===== config.mk =====
export PLATFORM = sky130hd
export DESIGN_NAME = counter_cmd_arbiter_flat
export DESIGN_NICKNAME = d
export VERILOG_FILES = /design/src/rtl/counter_cmd_arbiter_pkg.sv /design/src/rtl/counter_cmd_arbiter_if.sv /design/src/rtl/counter_cmd_arbiter_rr_arbiter.sv /design/src/rtl/counter_cmd_arbiter.sv /design/src/flat_wrapper.sv
export SDC_FILE = /design/constraint.sdc
export NUM_CORES = 1
export LEC_CHECK = 0
export CAP_MARGIN = 15
export CORE_MARGIN = 2
export CORE_UTILIZATION = 37
export DETAILED_ROUTE_END_ITERATION = 12
export MAX_ROUTING_LAYER = met4
export PLACE_DENSITY = 0.85
export SLEW_MARGIN = 20
export SYNTH_ARGS = -nofsm -noshare
export SYNTH_HDL_FRONTEND = slang
export SYNTH_HIERARCHICAL = 1
export SYNTH_SLANG_ARGS = --single-unit

===== constraint.sdc =====
create_clock -name clk_i -period 1.65 [get_ports clk_i]
set_clock_uncertainty 0.15 [all_clocks]
set_input_delay 0.33 -clock clk_i [delete_from_list [all_inputs] [get_ports clk_i]]
set_output_delay 0.33 -clock clk_i [all_outputs]
set_load 0.05 [all_outputs]

===== src/rtl/counter_cmd_arbiter_pkg.sv =====
// Shared types for the 4-bit clear/plus counter controller: counter width,
// command encoding and controller FSM states.
package counter_ctrl_pkg;

  localparam int CNT_W = 4;

  typedef enum logic {
    OP_INCR  = 1'b0,
    OP_CLEAR = 1'b1
  } cnt_op_e;

  typedef enum logic [1:0] {
    INIT  = 2'd0,
    IDLE  = 2'd1,
    ISSUE = 2'd2,
    RESP  = 2'd3
  } ctrl_state_e;

endpackage : counter_ctrl_pkg


===== src/rtl/counter_cmd_arbiter_if.sv =====
// Requester-side bus of the counter command arbiter: request/op levels in,
// one-hot grant pulse and a one-cycle response strobe with payload out.
interface counter_cmd_arbiter_if #(
  parameter int NUM_REQ = 4
) ();
  import counter_ctrl_pkg::*;

  localparam int IDX_W = (NUM_REQ > 1) ? $clog2(NUM_REQ) : 1;

  logic [NUM_REQ-1:0] req;
  logic [NUM_REQ-1:0] op;
  logic [NUM_REQ-1:0] gnt;
  logic               rsp_valid;
  logic [IDX_W-1:0]   rsp_id;
  logic [CNT_W-1:0]   rsp_value;
  logic               rsp_wrap;

  // Requesters drive req/op and observe grant and response.
  modport master (
    output req, op,
    input  gnt, rsp_valid, rsp_id, rsp_value, rsp_wrap
  );

  // The arbiter samples req/op and drives grant and response.
  modport slave (
    input  req, op,
    output gnt, rsp_valid, rsp_id, rsp_value, rsp_wrap
  );

endinterface : counter_cmd_arbiter_if


===== src/rtl/counter_cmd_arbiter_rr_arbiter.sv =====
// Combinational round-robin picker: first asserted request at or after the
// pointer, searching cyclically.
module rr_arbiter #(
  parameter int NUM_REQ = 4,
  parameter int IDX_W   = (NUM_REQ > 1) ? $clog2(NUM_REQ) : 1
) (
  input  logic [NUM_REQ-1:0] req_i,
  input  logic [IDX_W-1:0]   ptr_i,
  output logic               found_o,
  output logic [IDX_W-1:0]   idx_o
);

  logic [IDX_W-1:0] cand_s;

  // Scan from the farthest offset down so the nearest match is written last.
  always_comb begin
    found_o = 1'b0;
    idx_o   = {IDX_W{1'b0}};
    cand_s  = {IDX_W{1'b0}};
    for (int k = NUM_REQ - 1; k >= 0; k--) begin
      cand_s = IDX_W'((int'(ptr_i) + k) % NUM_REQ);
      if (req_i[cand_s]) begin
        found_o = 1'b1;
        idx_o   = cand_s;
      end else begin
        found_o = found_o;
      end
    end
  end

endmodule : rr_arbiter


===== src/rtl/counter_cmd_arbiter.sv =====
// Round-robin command arbiter/sequencer for the shared clear/plus counter.
// Owns power-on clearing of the (unreset) counter flops, grants one requester
// per 3-cycle command and returns the post-command counter value.
module counter_cmd_arbiter
  import counter_ctrl_pkg::*;
#(
  parameter int NUM_REQ = 4
) (
  input  logic                  clk_i,
  input  logic                  reset_i,
  counter_cmd_arbiter_if.slave  bus,
  output logic                  clear_o,
  output logic                  plus_o,
  input  logic [CNT_W-1:0]      count_q_i
);

  localparam int IDX_W = (NUM_REQ > 1) ? $clog2(NUM_REQ) : 1;

  ctrl_state_e      state_q, state_d, state_s;
  logic [IDX_W-1:0] ptr_q, ptr_d;
  logic [IDX_W-1:0] win_q, win_d;
  cnt_op_e          op_q, op_d;
  logic [CNT_W-1:0] val_q, val_d;

  logic             arb_found_s;
  logic [IDX_W-1:0] arb_idx_s;

  rr_arbiter #(.NUM_REQ(NUM_REQ), .IDX_W(IDX_W)) u_rr (
    .req_i   (bus.req),
    .ptr_i   (ptr_q),
    .found_o (arb_found_s),
    .idx_o   (arb_idx_s)
  );

  // State, pointer and captured command registers; reset restarts at INIT.
  always_ff @(posedge clk_i) begin
    if (reset_i) begin
      state_q <= INIT;
      ptr_q   <= {IDX_W{1'b0}};
      win_q   <= {IDX_W{1'b0}};
      op_q    <= OP_INCR;
      val_q   <= {CNT_W{1'b0}};
    end else begin
      state_q <= state_d;
      ptr_q   <= ptr_d;
      win_q   <= win_d;
      op_q    <= op_d;
      val_q   <= val_d;
    end
  end

  // Next-state logic: capture the winner in IDLE, advance pointer in ISSUE.
  always_comb begin
    state_d = state_q;
    ptr_d   = ptr_q;
    win_d   = win_q;
    op_d    = op_q;
    val_d   = val_q;
    case (state_q)
      INIT: state_d = IDLE;
      IDLE: begin
        if (arb_found_s) begin
          win_d   = arb_idx_s;
          op_d    = bus.op[arb_idx_s] ? OP_CLEAR : OP_INCR;
          val_d   = count_q_i;
          state_d = ISSUE;
        end else begin
          state_d = IDLE;
        end
      end
      ISSUE: begin
        if (win_q == IDX_W'(NUM_REQ - 1)) begin
          ptr_d = {IDX_W{1'b0}};
        end else begin
          ptr_d = win_q + {{(IDX_W-1){1'b0}}, 1'b1};
        end
        state_d = RESP;
      end
      RESP:    state_d = IDLE;
      default: state_d = INIT;
    endcase
  end

  // Output decode; a synchronous reset in flight suppresses the current
  // command's outputs immediately, so an aborted command never responds.
  always_comb begin
    state_s       = reset_i ? INIT : state_q;
    clear_o       = 1'b0;
    plus_o        = 1'b0;
    bus.gnt       = {NUM_REQ{1'b0}};
    bus.rsp_valid = 1'b0;
    bus.rsp_id    = {IDX_W{1'b0}};
    bus.rsp_value = {CNT_W{1'b0}};
    bus.rsp_wrap  = 1'b0;
    case (state_s)
      INIT: clear_o = 1'b1;
      IDLE: clear_o = 1'b0;
      ISSUE: begin
        bus.gnt = {{(NUM_REQ-1){1'b0}}, 1'b1} << win_q;
        clear_o = (op_q == OP_CLEAR);
        plus_o  = (op_q == OP_INCR);
      end
      RESP: begin
        bus.rsp_valid = 1'b1;
        bus.rsp_id    = win_q;
        bus.rsp_value = count_q_i;
        bus.rsp_wrap  = (op_q == OP_INCR) && (val_q == {CNT_W{1'b1}});
      end
      default: clear_o = 1'b1;
    endcase
  end

endmodule : counter_cmd_arbiter


===== src/flat_wrapper.sv =====
// flat-port wrapper written by rule: the top's interface ports become plain ports
module counter_cmd_arbiter_flat import counter_ctrl_pkg::*;
#(
  parameter int NUM_REQ = 4
)
  (clk_i, reset_i, clear_o, plus_o, count_q_i, bus_req, bus_op, bus_gnt, bus_rsp_valid, bus_rsp_id, bus_rsp_value, bus_rsp_wrap);
  counter_cmd_arbiter_if #(.NUM_REQ(NUM_REQ)) bus_i ();
  input  logic clk_i;
  input  logic reset_i;
  output logic clear_o;
  output logic plus_o;
  input  logic [CNT_W-1:0] count_q_i;
  input wire logic [$bits(bus_i.req)-1:0] bus_req;
  input wire logic [$bits(bus_i.op)-1:0] bus_op;
  output wire logic [$bits(bus_i.gnt)-1:0] bus_gnt;
  output wire logic [$bits(bus_i.rsp_valid)-1:0] bus_rsp_valid;
  output wire logic [$bits(bus_i.rsp_id)-1:0] bus_rsp_id;
  output wire logic [$bits(bus_i.rsp_value)-1:0] bus_rsp_value;
  output wire logic [$bits(bus_i.rsp_wrap)-1:0] bus_rsp_wrap;
  assign bus_i.req = bus_req;
  assign bus_i.op = bus_op;
  assign bus_gnt = bus_i.gnt;
  assign bus_rsp_valid = bus_i.rsp_valid;
  assign bus_rsp_id = bus_i.rsp_id;
  assign bus_rsp_value = bus_i.rsp_value;
  assign bus_rsp_wrap = bus_i.rsp_wrap;
  counter_cmd_arbiter #(.NUM_REQ(NUM_REQ)) u_core (.clk_i(clk_i), .reset_i(reset_i), .bus(bus_i), .clear_o(clear_o), .plus_o(plus_o), .count_q_i(count_q_i));
endmodule

After elaboration in Yosys (flattened, before gate mapping)
Index checks and enable logic that the tools add are counted.
{ "totals": {"register_bits": 11, "inputBits": 14, "out_inout_bits": 14, "elab_cells": 58} }
{ "op_classes": {"add_sub_neg": 4, "n_lt_le_gt_ge": 5, "n_eq_ne": 7, "shift": 1, "n_mux": 30, "bitwise": 1, "reduce_logical": 5} }
{ "op_table": {"columns": ["operator", "count"], "rows": [
  ["$mux 2", 8],
  ["$lt 2x3->1 const B", 5],
  ["$mux 1", 13],
  ["$bmux 1 s2", 5],
  ["$eq 2x2->1 const B", 5],
  ["$mux 4", 2],
  ["$pmux 2 s3", 1],
  ["$add 2x1->2 const B", 2],
  ["$add 2x2->2 const B", 2],
  ["$eq 4x4->1 const B", 1],
  ["$logic_not 2->1", 2],
  ["$shl 1x2->4 const A", 1],
  ["$eq 2x1->1 const B", 1],
  ["$pmux 1 s2", 1],
  ["$reduce_and 2->1", 1],
  ["$reduce_or 2->1", 1],
  ["$logic_and 1x1->1", 1],
  ["$not 1->1", 1]
]} }

Longest topological paths before layout
Gate-level depths: netlist of run 1.
{ "depth": {"ltp_word": 10, "depth_mapped": 6, "ltp_nobuf": 6} }

Hierarchy
Netlist of run 1, hierarchy kept.
{ "modules_own_cells": {"columns": ["mod", "n_inst", "cells_per_inst", "area_each_um2", "seq_area_each_um2"], "rows": [
  ["counter_cmd_arbiter", 1, 62, 593.1, 220.2],
  ["rr_arbiter", 1, 13, 77.6, 0.0]
]} }

Worst setup path after synthesis of run 1
No wires, ideal clock.
{ "synth_timing": {"path_type": "flip-flop to output port", "from": "register u_core.state_q[0]", "to": "output bus_rsp_wrap", "arrival_ns": 2.038, "required_time_ns": 1.170, "path_slack_ns": -0.868, "stages_incl_launch_ff": 4, "path_buffers": 1, "cell_sequence": "dfxtp_1 and3b_1 clkbuf_2 nor3b_1"} }
{ "synth_via": {"elab_chain_len": 3} }
{ "synth_lines": {"columns": ["item", "line_no", "rtl"], "rows": [
  ["start, declared", "counter_cmd_arbiter.sv:19", "ctrl_state_e state_q, state_d, state_s;"],
  ["start signal, assigned", "counter_cmd_arbiter.sv:44", "state_q <= state_d;"],
  ["$mux 2", "counter_cmd_arbiter.sv:87", "state_s = reset_i ? INIT : state_q;"],
  ["$eq 2x2->1", "counter_cmd_arbiter.sv:95", "case (state_s)"],
  ["$mux 1", "counter_cmd_arbiter.sv:95", null],
  ["end, declared", "flat_wrapper.sv:19", "output wire logic [$bits(bus_i.rsp_wrap)-1:0] bus_rsp_wrap;"]
]} }
Every way passes these cells.

Worst setup path after layout of run 1
{ "layout_timing": {"from": "register u_core.state_q[0]", "to": "output bus_rsp_id[0]"} }
{ "layout_via": {"elab_chain_len": 3} }
{ "layout_lines": {"columns": ["item", "line_no", "rtl"], "rows": [
  ["$mux 2", "counter_cmd_arbiter.sv:87", null],
  ["$eq 2x2->1", "counter_cmd_arbiter.sv:95", null],
  ["$mux 2", "counter_cmd_arbiter.sv:95", null],
  ["end, declared", "flat_wrapper.sv:17", "output wire logic [$bits(bus_i.rsp_id)-1:0] bus_rsp_id;"]
]} }
Every way passes these cells.

==> results of run 1 <==
-- tightest hold or removal path: stages, from the launching register on --
cell	delay, ns
sky130_fd_sc_hd__dfxtp_1	0.35
sky130_fd_sc_hd__mux2i_1	0.07
sky130_fd_sc_hd__nor2_1	0.07
-- repair_timing --
item	4_1_cts	5_1_grt
resized for setup	21	16
endpoints found under the setup margin	15	16
pin swaps	7	9
buffers inserted	8	2
-- report_power, final --
| group | switching (mW) | total [mW] | leakage [nW] | internal, mW |
|---|---|---|---|---|
| combinational | 0.117 | 0.272 | 0.499 | 0.155 |
| sequential | 0.0237 | 0.309 | 0.0934 | 0.285 |
| clock | 0.113 | 0.208 | 0.0150 | 0.0944 |
| total | 0.254 | 0.789 | 0.608 | 0.535 |
-- metal layers --
metal / up-vias / wire length, µm
li1: 341 / -
met1: 357 / 848
met2: 21 / 1290
met3: 5 / 78
met4: 0 / 39
met5: - / 0
-- layout by cell type, fill, tap and decap left out, drive strengths merged --
master / count
buf: 31
nor2: 14
dfxtp: 11
and2: 10
mux2i: 10
clkdlybuf4s50: 8
ha: 4
clkbuf: 4
nor2b: 4
dlygate4sd2: 3
nor3b: 3
nand2b: 3
inv: 2
nand2: 2
a211oi: 2
a21oi: 2
clkdlybuf4s15: 1
dlymetal6s2s: 1
and3b: 1
o21bai: 1
nand4: 1
nand3b: 1
mux4: 1
-- cells by family after synthesis --
kind of cell             after synthesis
AND/OR/NAND/NOR                       39
multiplexers                          11
flip-flops                            11
AO/OA/AOI/OAI                          5
buffers and inverters                  5
adder cells (fa/ha/maj)                4
-- worst paths after layout --
path              slack, ns              end  cells past startpoint               from
hold reg to reg        0.38  u_core/val_q[2]                      2    u_core/val_q[2]
hold / removal         0.38  u_core/val_q[2]                      2    u_core/val_q[2]
setup / recovery      -0.18    bus_rsp_id[0]                      4  u_core/state_q[0]
setup reg to reg      -0.17      u_core/op_q                      5    u_core/ptr_q[1]
-- area by class of cell --
class	count	area, µm²
sequential	11	235
inverter	2	7.51
timing repair buffer	44	577
multi-input combinational	59	504
tap	25	31.3
clock buffer	4	26.3
fill	100	327
-- sequential cells by signal (all words and copies together) (netlist names) --
register,count
u_core/val_q,4
u_core/ptr_q,2
u_core/state_q,2
u_core/win_q,2
u_core/op_q,1
==> results.md, run 1 <==
Status:
- The flow ran to the end, but the final reports show violations.
- The final reports fail on negative setup slack.

Clocking:
- The TritonCTS clock tree is done.
- The maximum level of the CTS H-tree is 1.
- The clock passes through at most 2 buffers.
- Buffers inserted to repair hold after CTS numbered 0.
- Clock-pin slew was measured on the worst setup and hold paths at 0.08 ns.
- The clock reaches the later pin of the worst-skew pair after 0.29 ns.
- The total number of clock tree sinks is 11.
- The number of buffers created by CTS is 3.
- The cell at the root of the clock tree is sky130_fd_sc_hd__clkbuf_4.

GRT:
- The routing usage on met1 is 27.9%.
- The fraction of met2 tracks used by global routing is 36.4%.
- The number of global-route vias before repair is 707.
- After global routing, the most crowded layer is met2.
- The total global routing overflow is 0.
- Entering global routing, the biggest net connects 13 pins.
- Global routing used 8.24% of the available met3 tracks.
- The global-route wire length before repair is 3.31 mm.
- The overall track demand over capacity in global routing is 23.2%.
- The number of antenna violations at the first check in global routing came to 0.

Setup path:
- Together, buffers and inverters on the worst path number 2.
- Walking the worst path, the cells encountered are and3b_2 > buf_12 > and2_4 > buf_12.
- In this run the worst path has a maximum fanout of 5.
- The category of cells accounting for the largest share of critical-path delay is simple AND/OR/NAND/NOR gates.
- The data required time at the worst endpoint is 1.17 ns.
- By instance count, the cell type seen most on the critical path is sky130_fd_sc_hd__buf_12.
- The setup path with the least slack is of type flop to primary output.
- The worst setup path is launched from a flop.
- The highest cell delay on the worst timing path is 0.36 ns.
- The worst setup path is captured at a primary output.
- The slowest stage of the critical path is the sky130_fd_sc_hd__dfxtp_4 cell.
- For the worst setup path, the data arrival time is 1.35 ns.

Floorplanning:
- The floorplan step defined a die boundary enclosing 2170 µm².
- The floorplan step set the die width to 46.6 µm.
- 28 I/O pins were placed.
- In this run the standard cell core region covers 1710 µm².
- The vertical die dimension is 46.6 µm.
- The initial standard-cell utilization of the core is 39.3%.
- The number of rows in the core area is 15.

Yosys:
- For this run, asynchronously set or reset flops after synthesis account for 0%.
- In the post-synthesis netlist, the cell with the most instances is sky130_fd_sc_hd__nor2_1.
- Sorting the synthesized cells by area gives the leading types as sky130_fd_sc_hd__dfxtp_1, sky130_fd_sc_hd__mux2i_1, sky130_fd_sc_hd__and2_1.
- The total of flip-flops plus latches after synthesis is 11.
- The number of enable-type register cells in the synthesized netlist is 0.
- The top-area cell type share of the netlist area is 32.8%.
- The share of the Yosys chip area taken by registers is 32.8%.
- The mapped netlist covers 671 µm².
- After synthesis, the netlist uses 21 different library cells.
- After technology mapping, the gate count stands at 75.
- Measured against the total synthesized area, the mux share comes to 18.3%.
- Summing the areas of all and, or, nand and nor instances in the mapped netlist gives 31.5% of the synthesized area.
- Of all cell types, the one taking the most synthesized area is sky130_fd_sc_hd__dfxtp_1.
- The synthesized net count is 93.
- The post-synthesis xor/xnor area fraction is 0%.
- The average footprint of a synthesized cell is 8.94 µm².
- The synthesized netlist devotes 7.46% of its cell area to adder and majority cells.
- By area, the combinational part of the netlist is dominated by simple AND/OR/NAND/NOR gates.
- By count the netlist is led by sky130_fd_sc_hd__nor2_1, sky130_fd_sc_hd__dfxtp_1, sky130_fd_sc_hd__and2_1, sky130_fd_sc_hd__mux2i_1.
- Summing the areas of all compound-gate instances in the mapped netlist gives 5.60% of the synthesized area.
- Among all flip-flop cells after synthesis, the most frequent one is sky130_fd_sc_hd__dfxtp_1.
- The number of synthesis warnings is 6.

Placement:
- The worst setup slack after placement is -0.613 ns.
- After detailed placement, the design holds a cell count of 132.
- The last weighted congestion value of the routability-driven placer is 0.841.
- The total half-perimeter wirelength after legalization and detailed placement is 1.50 mm.
- The total cell area at the placement stage is 1190 µm².
- The total of buffers placed on input and output ports is 27.

Detailed routing:
- After detailed routing, the number of vias per cell comes to 4.99.
- The post-detailed-route DRC marker count is 0.
- In this run the remaining antenna-violating nets after routing total 0.
- The routed length per placed instance is 15.5 µm.
- The routed wire length is 2.25 mm.
- In this run, the number of DRC markers left after iteration 0 of detailed routing was 6.
- The first TritonRoute pass finished after 4 iterations.
- Across all layers, the routed design uses 724 vias.

STA:
- Headroom to the max-slew limit came out at 79.8%.
- The worst path in the final design needs a cycle of 1.83 ns, including I/O delays and setup.
- The final worst-path cycle share is 111%.
- Adding up every negative setup slack in the final design gives -1.79 ns.
- The final count of pins violating max slew is 0.
- Setup violations remaining at the end of the flow were counted as 16.
- Setup repair after global routing could not meet its margin everywhere.
- After layout, the worst setup slack is -0.176 ns.
- The achievable clock frequency is 548 MHz.
- The slew at the pin closest to its max-slew limit is 0.302 ns.
- The worst hold slack is 0.377 ns.
- The final-report hold violation count is 0.

Pwr:
- The static leakage power is 0.608 nW.
- The highest ir drop seen on vdd is 0.000373 V.
- Power spread over the standard cell area amounts to 571 nW/µm².
- The total power of the final layout is 789 µW.

Final layout:
- The utilization of the core after routing is 80.9%.
- Compared with the post-synthesis result, the final layout area differs by 106%.
- 0 antenna diodes ended up in the layout.
- Of the cells placed in the final design, the portion with a size suffix greater than 1 is 50.8%.
- The post-route cell area is 1380 µm².
- Leaving out filler cells and counting taps, the final layout contains 145.
- The net count reported at finish is 139.

Worst hold path:
- The worst min-delay path class is flop to flop.

Run:
- The max-cap check violation count is 0.
(Power assumes the default switching activity.)
==> run 2, diff against run 1 <==
--- a/config.mk
+++ b/config.mk
@@ -7,11 +7,12 @@
 export LEC_CHECK = 0
 export CAP_MARGIN = 15
 export CORE_MARGIN = 2
-export CORE_UTILIZATION = 37
+export CORE_UTILIZATION = 39
 export DETAILED_ROUTE_END_ITERATION = 12
+export DONT_BUFFER_PORTS = 1
 export MAX_ROUTING_LAYER = met4
-export PLACE_DENSITY = 0.85
-export SLEW_MARGIN = 20
+export PLACE_DENSITY = 0.66
+export SLEW_MARGIN = 25
 export SYNTH_ARGS = -nofsm -noshare
 export SYNTH_HDL_FRONTEND = slang
 export SYNTH_HIERARCHICAL = 1
==> results.md, run 2 (same netlist as run 1, synthesis figures left out) <==
Detailed routing:
- In the detailed route, the total length drawn on met2 is 853 µm.
- After detailed routing, the number of remaining DRC violations is 0.
- The routed length per placed instance is 14.2 µm.
- The routed length on met1 is 635 µm.
- In the detailed route, the total length drawn on met3 is 68 µm.
- The via density per instance is 5.18.
- The residual antenna-violating net count after detailed routing is 0.
- The first-pass iteration count of the detailed router is 4.
- The number of design-rule violations left by the first detailed-router iteration is 3.
- The routed layout has 570 vias.
- The routed wire length is 1.56 mm.
- The detailed router used layers up to and including met3.

Clocking:
- The number of buffers created by CTS is 3.
- The maximum level of the CTS H-tree is 1.
- Clock-pin slew was measured on the worst setup and hold paths at 0.07 ns.
- The tree is rooted in a sky130_fd_sc_hd__clkbuf_4.
- CTS saw 11 sinks.
- The longest clock path from root to sink contains 2 buffers.
- The TritonCTS clock tree is done.
- The clock reaches the later pin of the worst-skew pair after 0.26 ns.

STA:
- After layout, the worst setup slack is -0.0985 ns.
- The slew at the pin closest to its max-slew limit is 0.264 ns.
- Setup total negative slack on the finished layout was measured at -0.564 ns.
- The final count of pins violating max slew is 0.
- The final-report hold violation count is 11.
- The worst hold slack is -0.0285 ns.
- The minimum clock period after layout is 1.75 ns.
- Setup violations remaining at the end of the flow were counted as 11.
- Measured against its own limit, the worst slew margin works out to 82.4%.
- The final worst-path cycle share is 106%.
- The achievable clock frequency is 572 MHz.
- Setup repair after global routing could not meet its margin everywhere.

GRT:
- The number of global-route vias before repair came to 505.
- The number of antenna violations at the first check in global routing is 0.
- The total overflow left after global routing is 0.
- The overall track demand over capacity in global routing is 15.5%.
- The first global-routing pass estimated 2.25 mm of wire.
- Entering global routing, the biggest net connects 15 pins.

Final layout:
- The net count reported at finish is 113.
- In the layout the commonest cells are sky130_fd_sc_hd__nor2_1, sky130_fd_sc_hd__and2_4, sky130_fd_sc_hd__mux2i_1.
- The utilization of the core after routing is 63.7%.
- The register with the most flip-flops is u_core/val_q.
- The number of antenna diodes in the final layout is 0.
- After filler insertion, the fill cell instance count of the layout stands at 134.
- Registers take 234 µm².
- The most common cell after layout, fill and taps aside is sky130_fd_sc_hd__nor2_1.
- The post-route cell area is 993 µm².
- From synthesis to final layout, the design area changed by 48.1%.
- Leaving out filler cells and counting taps, the final layout contains 110.
- The post-route netlist has 46.8% of its cells at a drive strength greater than 1.
- The multi-input combinational cells in the finished layout cover a total of 484 µm².
- The flip-flop count of the largest register after layout is 4.

Placement:
- The instance count after placement with tap cells included is 101.
- The total of buffers placed on input and output ports is 0.
- At the end of routability-driven placement, the weighted congestion stood at 0.700.
- Before CTS, the worst setup slack after placement is -0.0860 ns.
- The HPWL after detailed placement is 1.13 mm.
- The total cell area at the placement stage is 865 µm².

Run:
- Across the run, the number of max-cap violations was 0.

Pwr:
- Power comes to 657 µW.
- The highest ir drop seen on vdd is 0.000578 V.
- Power spread over the standard cell area amounts to 661 nW/µm².
- The static leakage power is 0.440 nW.

Floorplanning:
- The number of rows in the core area is 14.
- In this run the vertical extent of the chip is 45.5 µm.
- The horizontal die dimension is 45.5 µm.
- The total area inside the core boundary comes to 1560 µm².
- The top-level port count is 28.
- The area of the die is 2070 µm².
- The initial standard-cell utilization of the core is 43.0%.

Status:
- The run finished, with violations left.
- The final reports fail on negative hold slack, negative setup slack.

Setup path:
- The endpoint class of the critical path is a primary output.
- The type of the setup path with the least slack is flop to primary output.
- STA classifies the critical path startpoint as a flop.
- For the worst setup path, the data arrival time is 1.27 ns.
- The data required time at the worst endpoint is 1.17 ns.
- Of all nets on the critical path, the largest fanout is 5.

Worst hold path:
- The worst hold path belongs to the class primary input to flop.
-- run 2: what timing repair did --
action | in CTS | in global routing
gates resized for setup | 15 | 10
setup buffers | 3 | 2
endpoints found under the setup margin | 14 | 14
pin swaps | 3 | 6
endpoints found under the hold margin | 11 | 11
-- run 2: cell type report --
type / instances / share of cell area, %
sequential: 11 / 23.6
tap: 16 / 2.02
timing repair buffer: 18 / 22.3
multi-input combinational: 59 / 48.7
clock buffer: 4 / 2.64
inverter: 2 / 0.756
-- run 2: worst paths after layout --
| path | from | to | slack, ns | cells after the start |
|---|---|---|---|---|
| worst min register to register | u_core/val_q[1] | u_core/val_q[1] | 0.36 | 2 |
| worst min-delay path | reset_i | u_core/state_q[1] | -0.03 | 1 |
| worst max-delay path | u_core/state_q[1] | plus_o | -0.1 | 3 |
| worst max register to register | u_core/ptr_q[1] | u_core/op_q | -0.09 | 6 |
-- run 2: worst max-delay path, cell delays in order (launching register included) --
cell and delay (ns):
sky130_fd_sc_hd__dfxtp_2 0.34, sky130_fd_sc_hd__nor3b_4 0.27, sky130_fd_sc_hd__nor2b_2 0.24, sky130_fd_sc_hd__buf_12 0.15
-- run 2: routing by layer --
layer,track usage [%],vias up
met5,-,-
met1,18.0,269
li1,-,289
met3,4.76,0
met4,3.53,0
met2,25.9,12
-- run 2: power breakdown --
| part | internal (mW) | switching [mW] | leakage, nW |
|---|---|---|---|
| registers | 0.284 | 0.0203 | 0.0930 |
| logic | 0.0928 | 0.0828 | 0.332 |
| clock network | 0.0934 | 0.0829 | 0.0150 |
